--- src/rtl/add_sequencer.sv ---
// 32-bit add/subtract unit built from one 8-bit adder slice used over four
// cycles, LSB slice first, with a valid/ready handshake on both sides.
module add_sequencer (
    input  logic        clock,
    input  logic        reset_n,
    input  logic        in_valid,
    output logic        in_ready,
    input  logic [31:0] x,
    input  logic [31:0] y,
    input  logic        sub,
    output logic        out_valid,
    input  logic        out_ready,
    output logic [31:0] result,
    output logic        c_out,
    output logic        ovf,
    input  logic        flush
);

    typedef enum logic [1:0] {
        IDLE = 2'd0,
        RUN  = 2'd1,
        DONE = 2'd2
    } state_t;

    state_t      r_state;
    state_t      w_state_nxt;
    logic [1:0]  r_idx;
    logic [31:0] r_x;
    logic [31:0] r_yeff;
    logic        r_carry;
    logic [31:0] r_result;
    logic        r_cout;
    logic        r_ovf;

    logic        w_accept;
    logic [7:0]  w_a;
    logic [7:0]  w_b;
    logic [8:0]  w_sum;

    // The y operand is stored already inverted for subtraction, so the slice
    // adder only ever adds; the +1 arrives through the initial carry.
    always_comb begin
        w_a   = r_x[{r_idx, 3'b000} +: 8];
        w_b   = r_yeff[{r_idx, 3'b000} +: 8];
        w_sum = {1'b0, w_a} + {1'b0, w_b} + {8'b0, r_carry};
    end

    always_ff @(posedge clock or negedge reset_n) begin
        if (!reset_n) begin
            r_state <= IDLE;
        end else begin
            r_state <= w_state_nxt;
        end
    end

    always_comb begin
        w_state_nxt = r_state;
        w_accept    = 1'b0;
        case (r_state)
            IDLE: begin
                if (in_valid) begin
                    w_state_nxt = RUN;
                    w_accept    = 1'b1;
                end
            end
            RUN: begin
                if (r_idx == 2'd3) begin
                    w_state_nxt = DONE;
                end
            end
            DONE: begin
                if (out_ready) begin
                    w_state_nxt = IDLE;
                end
            end
            default: w_state_nxt = IDLE;
        endcase
        if (flush) begin
            w_state_nxt = IDLE;
            w_accept    = 1'b0;
        end
    end

    always_ff @(posedge clock or negedge reset_n) begin
        if (!reset_n) begin
            r_idx    <= '0;
            r_x      <= '0;
            r_yeff   <= '0;
            r_carry  <= 1'b0;
            r_result <= '0;
            r_cout   <= 1'b0;
            r_ovf    <= 1'b0;
        end else if (flush) begin
            r_idx <= '0;
        end else if (w_accept) begin
            r_x     <= x;
            r_yeff  <= sub ? ~y : y;
            r_carry <= sub;
            r_idx   <= '0;
        end else if (r_state == RUN) begin
            r_result[{r_idx, 3'b000} +: 8] <= w_sum[7:0];
            r_carry <= w_sum[8];
            r_idx   <= r_idx + 2'd1;
            if (r_idx == 2'd3) begin
                r_cout <= w_sum[8];
                r_ovf  <= (w_a[7] == w_b[7]) && (w_sum[7] != w_a[7]);
            end
        end
    end

    assign in_ready  = (r_state == IDLE);
    assign out_valid = (r_state == DONE);
    assign result    = r_result;
    assign c_out     = r_cout;
    assign ovf       = r_ovf;

endmodule

--- config.mk ---
export PLATFORM = sky130hd
export DESIGN_NAME = add_sequencer
export DESIGN_NICKNAME = d
export VERILOG_FILES = /design/src/rtl/add_sequencer.sv
export SDC_FILE = /design/constraint.sdc
export NUM_CORES = 1
export LEC_CHECK = 0
export ABC_CLOCK_PERIOD_IN_PS = 2700
export BUFFER_PORTS_ARGS = -buffer_cell sky130_fd_sc_hd__buf_2
export CORE_UTILIZATION = 49
export DETAILED_ROUTE_END_ITERATION = 10
export PLACE_DENSITY = 0.77
export SETUP_SLACK_MARGIN = 0.02
export SYNTH_ARGS = -nofsm -noshare
export SYNTH_HDL_FRONTEND = slang
export SYNTH_SLANG_ARGS = --single-unit
--- constraint.sdc ---
create_clock -name clock -period 2.7 [get_ports clock]
set_input_delay 0.54 -clock clock [delete_from_list [all_inputs] [get_ports clock]]
set_output_delay 0.54 -clock clock [all_outputs]
set_load 0.05 [all_outputs]
==> flow_summary.yaml, run 1 <==
final_layout:
  drive_gt1_frac: 0.388
  syn2layout_area_growth_pct: 18.7
  nets: 578
  insertedDiodeCount: 0
  finalNonFillerCells: 631
  fill_cells: 807
timing:
  slew_headroom: 0.584
  timing.fmax_ghz: 0.370
  hold_viol_final: 0
  whs_ns: 0.110
  fin_ws_ns: -0.00102
  fin_crit_ns: 2.70
  skew_ns: 0.0125
  fin_crit_sh: 1.00
  rsz0062_at_grt: "true"
  tightestPinTransition_ns: 0.621
  finalSetupViolations: 1
  slew_violations: 0
power_and_ir_drop:
  leakagePower_nw: 2.64
  cellPowerDensity_nw_per_um2: 795
  power_mw: 4.64
  ir_worst_vdd_mv: 0.409
floorplanning:
  die_area_um2: 10400
  boundaryPins: 106
  die_h_um: 102
  rows: 36
  start_util: 0.505
  die_x_um: 102
  core_um2: 9730
critical_path:
  worstSetupStartpointType: "register"
  cp_max_fo: 4
  ff2ff_setup_slack_ns: -0.001
  end_kind: "register"
  crit_type: "reg -> reg"
  cp.required_ns: 2.96
  arrival_ns: 2.96
detailed_routing:
  routedWlPerCell_um: 16.9
  vias: 3470
  drt-total-wl_mm: 10.7
  routed_via_density: 5.50
  firstDrtPassIters: 4
  ant_nets: 0
  drc_errors: 0
  drt-initial-drc-count: 222
synthesis:
  async_flop_share: 1.00
  synth_cell_type_count: 34
  ys_seq_area_frac: 0.524
  synth_top_area_cell: "dfrtp_1"
  synth_ff_type: "dfrtp_1"
  syn_inst: 387
  synth-seq-cells: 103
  yosysWarnings: 0
  ys_top_cells_by_count: "dfrtp_1, nor2_1, a21oi_1, xnor2_1, mux2_2"
  yosysMostFrequentCell: "dfrtp_1"
  synth_edf_count: 0
  synth_area_um2: 4920
  synth_area_leaders: "dfrtp_1, mux4_2, mux2_2"
  synth_top_area_frac: 0.524
  syn-num-nets: 472
  avgSynthCellArea_um2: 12.7
place:
  place_hpwl_mm: 7.65
  preCtsSetupSlack_ns: 0.0533
  port_buffers: 105
  gp_congestion: 0.865
  dp_cells: 613
worst_hold_path:
  min_path_type: "in -> async"
global_routing:
  grt-ovfl-total: 0
  grt_pass1_vias: 3419
  grt_pass1_wl_mm: 17.2
  grt_use_total: 0.220
  antenna_found_initial: 0
  grt_max_degree: 99
clock_network:
  tritoncts: "yes"
  clockBufferDepth: 2
  clk_pin_slew_ns: 0.10
  clkLatencyLatePin_ns: 0.36
  cts_htree_levels: 3
  cts_buffers: 9
  root_buffer: "clkbuf_8"
  cts_sinks: 103
outcome:
  violations: "negative setup slack"
  status: "finished, violations left"
job:
  maxCapViolCount: 0
## worst max-delay path: stages (launching register included)
cell and delay, ns:
dfrtp_2 0.43, mux4_2 0.54, fa_2 0.41, fa_2 0.40
a21o_1 0.19, nand4_1 0.10, nand3_2 0.12, xor2_2 0.19
a22o_1 0.21
## sequential cells by signal, indices dropped and copies added (netlist names)
register  flops
r_state       2
r_carry       1
r_idx         2
ovf           1
c_out         1
r_x          32
r_yeff       32
result       32
## per-layer routing
metal | up-vias | share of wire | track usage
li1 | 1592 | - | -
met1 | 1720 | 0.44 | 0.302
met2 | 134 | 0.49 | 0.353
met3 | 24 | 0.052 | 0.0342
met4 | 0 | 0.022 | 0.0912
met5 | - | 0 | 0
## power by group
| part | internal [mW] | leakage (nW) | switching [mW] |
|---|---|---|---|
| registers | 1.82 | 1.26 | 0.170 |
| clock network | 0.351 | 0.0854 | 0.557 |
| logic | 0.728 | 1.29 | 1.01 |
## final cells by class
class | count | area (um^2) | share of cell area
Inverter | 8 | 30.0 | 0.00515
Multi-Input combinational cell | 256 | 2240 | 0.385
Clock buffer | 10 | 128 | 0.0219
Timing Repair Buffer | 115 | 636 | 0.109
Sequential cell | 103 | 2580 | 0.442
Clock inverter | 6 | 52.6 | 0.00901
Tap cell | 133 | 166 | 0.0285
## final timing paths
kind / startpoint / to / depth (start not counted)
max: r_idx[0]$_DFFE_PN0P_ / result[22]$_DFFE_PN0P_ / 8
min: reset_n / result[13]$_DFFE_PN0P_ / 1
max reg2reg: r_idx[0]$_DFFE_PN0P_ / result[22]$_DFFE_PN0P_ / 8
min reg2reg: r_x[6]$_DFFE_PN0P_ / r_x[6]$_DFFE_PN0P_ / 1
max in group asynchronous: reset_n / r_yeff[17]$_DFFE_PN0P_ / 2
min in group clock: x[12] / r_x[12]$_DFFE_PN0P_ / 2
## through the flow
stage	TNS, ns	utilization	cell area (um^2)
finish	-0.00102	0.600	5830
global route	-0.460	0.600	5830
CTS	0	0.596	5800
detailed placement	0	0.576	5610
global placement	0	0.576	5610
floorplan	0	-	4930
## cells in the final DEF, fill, tap and decap left out, types with 3 or more instances in the layout
cell,count
buf_2,104
dfrtp_1,102
nor2_1,41
a21oi_1,40
xnor2_1,36
mux2_2,30
a22o_1,28
mux4_2,16
ha_1,13
nand2_1,11
clkbuf_8,9
inv_1,8
o21ai_0,7
buf_4,7
nor4b_4,4
nand2_2,4
a21o_1,3
## cell families after synthesis
kind of cell	count (synthesis)	share of synthesized area
xor+xnor	39	0.0695
buf+inv	28	0.0255
mux	48	0.147
flops	103	0.524
compound gates	87	0.115
simple gates	67	0.0781
fa+ha+maj	15	0.0412
## what timing repair did
| item | CTS | global route |
|---|---|---|
| setup endpoints to repair | 3 | 17 |
| buffers inserted | 0 | 2 |
| resized for setup | 2 | 5 |
| pin swaps | 0 | 4 |
| hold buffers | 0 | 0 |
No activity file was read; power rests on OpenSTA's default activity.
==> inputs of run 2 (changes only) <==
--- a/config.mk
+++ b/config.mk
@@ -5,7 +5,7 @@
 export SDC_FILE = /design/constraint.sdc
 export NUM_CORES = 1
 export LEC_CHECK = 0
-export ABC_CLOCK_PERIOD_IN_PS = 2700
+export ABC_CLOCK_PERIOD_IN_PS = 2200
 export BUFFER_PORTS_ARGS = -buffer_cell sky130_fd_sc_hd__buf_2
 export CORE_UTILIZATION = 49
 export DETAILED_ROUTE_END_ITERATION = 10
==> constraint.sdc (replaced) <==
create_clock -name clock -period 2.2 [get_ports clock]
set_input_delay 0.44 -clock clock [delete_from_list [all_inputs] [get_ports clock]]
set_output_delay 0.44 -clock clock [all_outputs]
set_load 0.05 [all_outputs]
==> flow_summary.yaml, run 2 (synthesis gave the netlist of run 1 again) <==
outcome:
  status: "finished, violations left"
  violations: "negative setup slack"
detailed_routing:
  ant_nets: 0
  drt-total-wl_mm: 10.7
  vias: 3513
  drc_errors: 0
  routed_via_density: 5.34
  routedWlPerCell_um: 16.3
  firstDrtPassIters: 4
  drt-initial-drc-count: 177
floorplanning:
  boundaryPins: 106
  rows: 36
  start_util: 0.505
  die_x_um: 102
  die_area_um2: 10400
  core_um2: 9730
  die_h_um: 102
clock_network:
  clockBufferDepth: 2
  clkLatencyLatePin_ns: 0.37
  tritoncts: "yes"
  cts_hold_repair.buffers: 0
  cts_sinks: 103
  cts_buffers: 9
  clk_pin_slew_ns: 0.10
  root_buffer: "clkbuf_8"
  cts_htree_levels: 3
timing:
  fin_ws_ns: -0.371
  slew_violations: 0
  finalSetupViolations: 27
  finalSetupTns_ns: -7.53
  hold_viol_final: 0
  slew_headroom: 0.647
  fin_crit_sh: 1.17
  tightestPinTransition_ns: 0.528
  fin_crit_ns: 2.57
  skew_ns: 0.0102
  timing.fmax_ghz: 0.389
  rsz0062_at_grt: "true"
  whs_ns: 0.0131
global_routing:
  grt_pass1_wl_mm: 17.1
  antenna_found_initial: 0
  grt_use_total: 0.220
  grt_max_degree: 99
  grt-ovfl-total: 0
  use_met1: 0.299
  use_met3: 0.0486
  grt_use_met2: 0.342
  grt-busiest-layer: "met2"
  grt_pass1_vias: 3419
power_and_ir_drop:
  cellPowerDensity_nw_per_um2: 1030
  power_frac_comb: 0.407
  switchingPower_mw: 2.25
  clock_power_share: 0.208
  pwr-share-seq: 0.385
  ir_worst_vdd_mv: 0.507
  p_int_mw: 4.15
  leakagePower_nw: 2.84
  power_mw: 6.40
  sw_frac_of_total: 0.352
final_layout:
  finalNonFillerCells: 658
  layout_common_cells: "buf_2, dfrtp_1, nor2_1"
  insertedDiodeCount: 0
  syn2layout_area_growth_pct: 27.0
  drive_gt1_frac: 0.450
  nets: 605
  final_common_cell: "buf_2"
  fill_cells: 748
critical_path:
  path_common_cell: "fa_2"
  critPathSlowestCell: "mux4_2"
  cp.required_ns: 2.47
  end_kind: "register"
  slowest_delay_ns: 0.53
  crit_chain: "mux4_2 > fa_2 > fa_2 > a21o_1 > nand4_1 > nand3_2 > xor2_2 > a22o_1"
  crit_type: "reg -> reg"
  worstSetupStartpointType: "register"
  arrival_ns: 2.84
  cp_max_fo: 4
place:
  place_hpwl_mm: 7.86
  gp_congestion: 0.899
  dp_cells: 635
  port_buffers: 105
job:
  maxCapViolCount: 0
worst_hold_path:
  min_path_type: "in -> async"
[run 2: changes by cell type in the layout (fill, tap and decap cells not counted), moves of 2 or more]
cell | previous run | this run
a21oi_1 | 40 | 37
o21ai_2 | 0 | 3
clkinvlp_4 | 2 | 0
xnor2_4 | 0 | 2
buf_4 | 7 | 32
bufinv_16 | 0 | 2
ha_1 | 13 | 8
a21oi_2 | 0 | 3
xnor2_1 | 36 | 33
o21ai_1 | 2 | 4
ha_4 | 0 | 5
o21ai_0 | 7 | 2
[run 2: worst max-delay path, delay by kind of cell (launching register included)]
kind,cells,cell delay (ns)
compound gates,2,0.38
fa+ha+maj,2,0.75
mux,1,0.53
xor+xnor,1,0.18
flops,1,0.42
simple gates,2,0.21
[run 2: cell type report]
cell class	instances	area (um^2)	share of cell area
multi-input combinational	256	2380	0.382
clock buffer	10	138	0.0220
timing repair buffer	142	855	0.137
clock inverter	6	91.3	0.0146
tap	133	166	0.0267
inverter	8	30.0	0.00481
sequential	103	2580	0.413
[run 2: layer usage]
layer / vias up / part of all wire
met2: 118 / 0.47
met5: - / 0
met3: 24 / 0.053
li1: 1644 / -
met1: 1727 / 0.45
met4: 0 / 0.028
[run 2: path summary, 6_finish.rpt]
kind	from	to	slack, ns	cells after the start
min in group clock	x[7]	r_x[7]$_DFFE_PN0P_	0.29	2
max reg2reg	r_idx[0]$_DFFE_PN0P_	result[22]$_DFFE_PN0P_	-0.37	8
min reg2reg	result[10]$_DFFE_PN0P_	result[10]$_DFFE_PN0P_	0.49	2
min	reset_n	r_x[17]$_DFFE_PN0P_	0.01	1
max	r_idx[0]$_DFFE_PN0P_	result[22]$_DFFE_PN0P_	-0.37	8
max in group asynchronous	reset_n	r_yeff[12]$_DFFE_PN0P_	1.51	2
[run 2: power by group through the flow]
| stage | Sequential [mW] | Clock (mW) | Combinational [mW] |
|---|---|---|---|
| 2_1_floorplan | 2.65 | 0 | 1.27 |
| 3_3_place_gp | 2.48 | 0 | 2.09 |
| 3_5_place_dp | 2.50 | 0 | 2.15 |
| 4_1_cts | 2.46 | 1.38 | 2.42 |
| 5_1_grt | 2.50 | 1.45 | 2.78 |
| 6_report | 2.47 | 1.33 | 2.60 |
[run 2: what timing repair did]
| action | in CTS | in global routing |
|---|---|---|
| buffers inserted | 6 | 3 |
| gates resized for setup | 21 | 10 |
| setup endpoints to repair | 27 | 31 |
| pin swaps | 17 | 14 |
[run 2: stage by stage]
stage | util | instance area (um^2) | setup WS, ns
global placement | 0.595 | 5780 | -0.338
CTS | 0.634 | 6170 | -0.358
finish | 0.642 | 6240 | -0.371
floorplan | - | 4940 | -0.486
global route | 0.642 | 6240 | -0.452
detailed placement | 0.595 | 5780 | -0.436
==> inputs of run 3 (changes only) <==
--- a/config.mk
+++ b/config.mk
@@ -9,6 +9,7 @@
 export BUFFER_PORTS_ARGS = -buffer_cell sky130_fd_sc_hd__buf_2
 export CORE_UTILIZATION = 49
 export DETAILED_ROUTE_END_ITERATION = 10
+export GPL_TIMING_DRIVEN = 0
 export PLACE_DENSITY = 0.77
 export SETUP_SLACK_MARGIN = 0.02
 export SYNTH_ARGS = -nofsm -noshare
==> flow_summary.yaml, run 3 (synthesis gave the netlist of run 1 again) <==
outcome:
  status: "finished, violations left"
  violations: "negative setup slack"
detailed_routing:
  vias: 3626
  routedWlPerCell_um: 17.5
  firstDrtPassIters: 4
  ant_nets: 0
  drt-initial-drc-count: 161
  routed_via_density: 5.49
  drc_errors: 0
  drt-total-wl_mm: 11.6
floorplanning:
  die_x_um: 102
  die_area_um2: 10400
  rows: 36
  core_um2: 9730
  boundaryPins: 106
  die_h_um: 102
  start_util: 0.505
critical_path:
  crit_type: "reg -> reg"
  cp_max_fo: 4
  worstSetupStartpointType: "register"
  cp.required_ns: 2.46
  timing.rr.end: "result[30]$_DFFE_PN0P_"
  reg2reg_depth: 9
  crit_start: "r_idx[0]$_DFFE_PN0P_"
  end_kind: "register"
  arrival_ns: 3.06
  ff2ff_setup_slack_ns: -0.60
  rr_startpoint: "r_idx[0]$_DFFE_PN0P_"
timing:
  rsz0062_at_grt: "true"
  slew_headroom: 0.499
  slew_violations: 0
  fin_crit_ns: 2.80
  timing.fmax_ghz: 0.357
  skew_ns: 0.00945
  whs_ns: 0.126
  fin_ws_ns: -0.599
  finalSetupViolations: 31
  hold_viol_final: 0
  tightestPinTransition_ns: 0.751
  fin_crit_sh: 1.27
place:
  place_hpwl_mm: 8.18
  preCtsSetupSlack_ns: -0.967
  placed_area_um2: 5650
  gp_congestion: 0.834
  port_buffers: 104
final_layout:
  postLayoutCellArea_um2: 6210
  insertedDiodeCount: 0
  layout_common_cells: "buf_2, dfrtp_1, nor2_1"
  multi_input_comb_area_um2: 2400
  drive_gt1_frac: 0.438
  syn2layout_area_growth_pct: 26.3
  final_common_cell: "buf_2"
  final_util: 0.638
  fill_cells: 796
  register_area_um2: 2580
  nets: 608
global_routing:
  grt-ovfl-total: 0
  antenna_found_initial: 0
  grt_pass1_vias: 3619
  grt_use_total: 0.239
  grt_max_degree: 61
  grt_pass1_wl_mm: 18.6
power_and_ir_drop:
  clock_power_share: 0.179
  cellPowerDensity_nw_per_um2: 1010
  ir_worst_vdd_mv: 0.523
  p_int_mw: 3.92
  switchingPower_mw: 2.33
  sw_frac_of_total: 0.374
  pwr-share-seq: 0.391
  leakagePower_nw: 2.80
  power_frac_comb: 0.430
clock_network:
  root_buffer: "clkbuf_8"
  cts_hold_repair.buffers: 0
  cts_htree_levels: 3
  clkLatencyLatePin_ns: 0.37
  cts_sinks: 103
  tritoncts: "yes"
  clockBufferDepth: 2
  cts_buffers: 9
  clk_pin_slew_ns: 0.10
worst_hold_path:
  min_path_type: "in -> async"
job:
  maxCapViolCount: 0
## run 3: cell count changes in the layout (fill, tap and decap cells not counted), sizes merged
cell,previous run,this run
clkinv,3,2
buf,142,136
bufinv,2,0
clkbuf,10,19
clkinvlp,0,3
## run 3: worst max path at each step
| stage | to | slack (ns) |
|---|---|---|
| 3_5_place_dp | result[31]$_DFFE_PN0P_ | -0.97 |
| 2_1_floorplan | result[14]$_DFFE_PN0P_ | -0.49 |
| 3_3_place_gp | result[5]$_DFFE_PN0P_ | -0.91 |
| 4_1_cts | result[30]$_DFFE_PN0P_ | -0.57 |
| 6_report | result[30]$_DFFE_PN0P_ | -0.60 |
| 5_1_grt | result[14]$_DFFE_PN0P_ | -0.68 |
## run 3: layout make-up
cell class	count	share of cell area
sequential	103	0.415
multi-input combinational	256	0.387
timing repair buffer	125	0.114
tap	133	0.0268
buffer	20	0.0226
clock buffer	10	0.0222
clock inverter	6	0.00726
inverter	8	0.00484
## run 3: power groups by stage
stage,registers (mW),logic (mW),clock network (mW)
2_1_floorplan,2.65,1.27,0
3_3_place_gp,2.45,1.95,0
3_5_place_dp,2.48,2.03,0
4_1_cts,2.44,2.49,1.13
5_1_grt,2.48,2.88,1.20
6_report,2.44,2.69,1.12
## run 3: through the flow
stage                     cells  power [mW]  setup TNS (ns)
after floorplan             387        3.92           -9.16
after CTS                   654        6.05          -11.42
after global routing        661        6.56          -14.24
after detailed placement    625        4.50          -26.29
final                       661        6.25          -12.34
after global placement      624        4.41          -59.59
## run 3: layer usage
layer  routed length (um)  global-route usage  vias to the layer above
li1                     -                   -                     1649
met5                    0                   0                        -
met3                  588              0.0404                       20
met4                  261              0.0802                        0
met2                 5610               0.393                      124
met1                 5100               0.324                     1833
## run 3: timing repair
action	CTS	global route
setup buffers	13	7
endpoints found under the setup margin	36	43
pin swaps	25	15
gates resized for setup	32	6
## run 3: worst max-delay path, stage by stage (launching register included)
cell	delay [ns]
dfrtp_2	0.42
buf_12	0.13
mux4_2	0.54
fa_2	0.40
fa_2	0.37
a21o_1	0.19
nand4_1	0.11
nand3_2	0.11
xor2_2	0.19
a22o_1	0.22
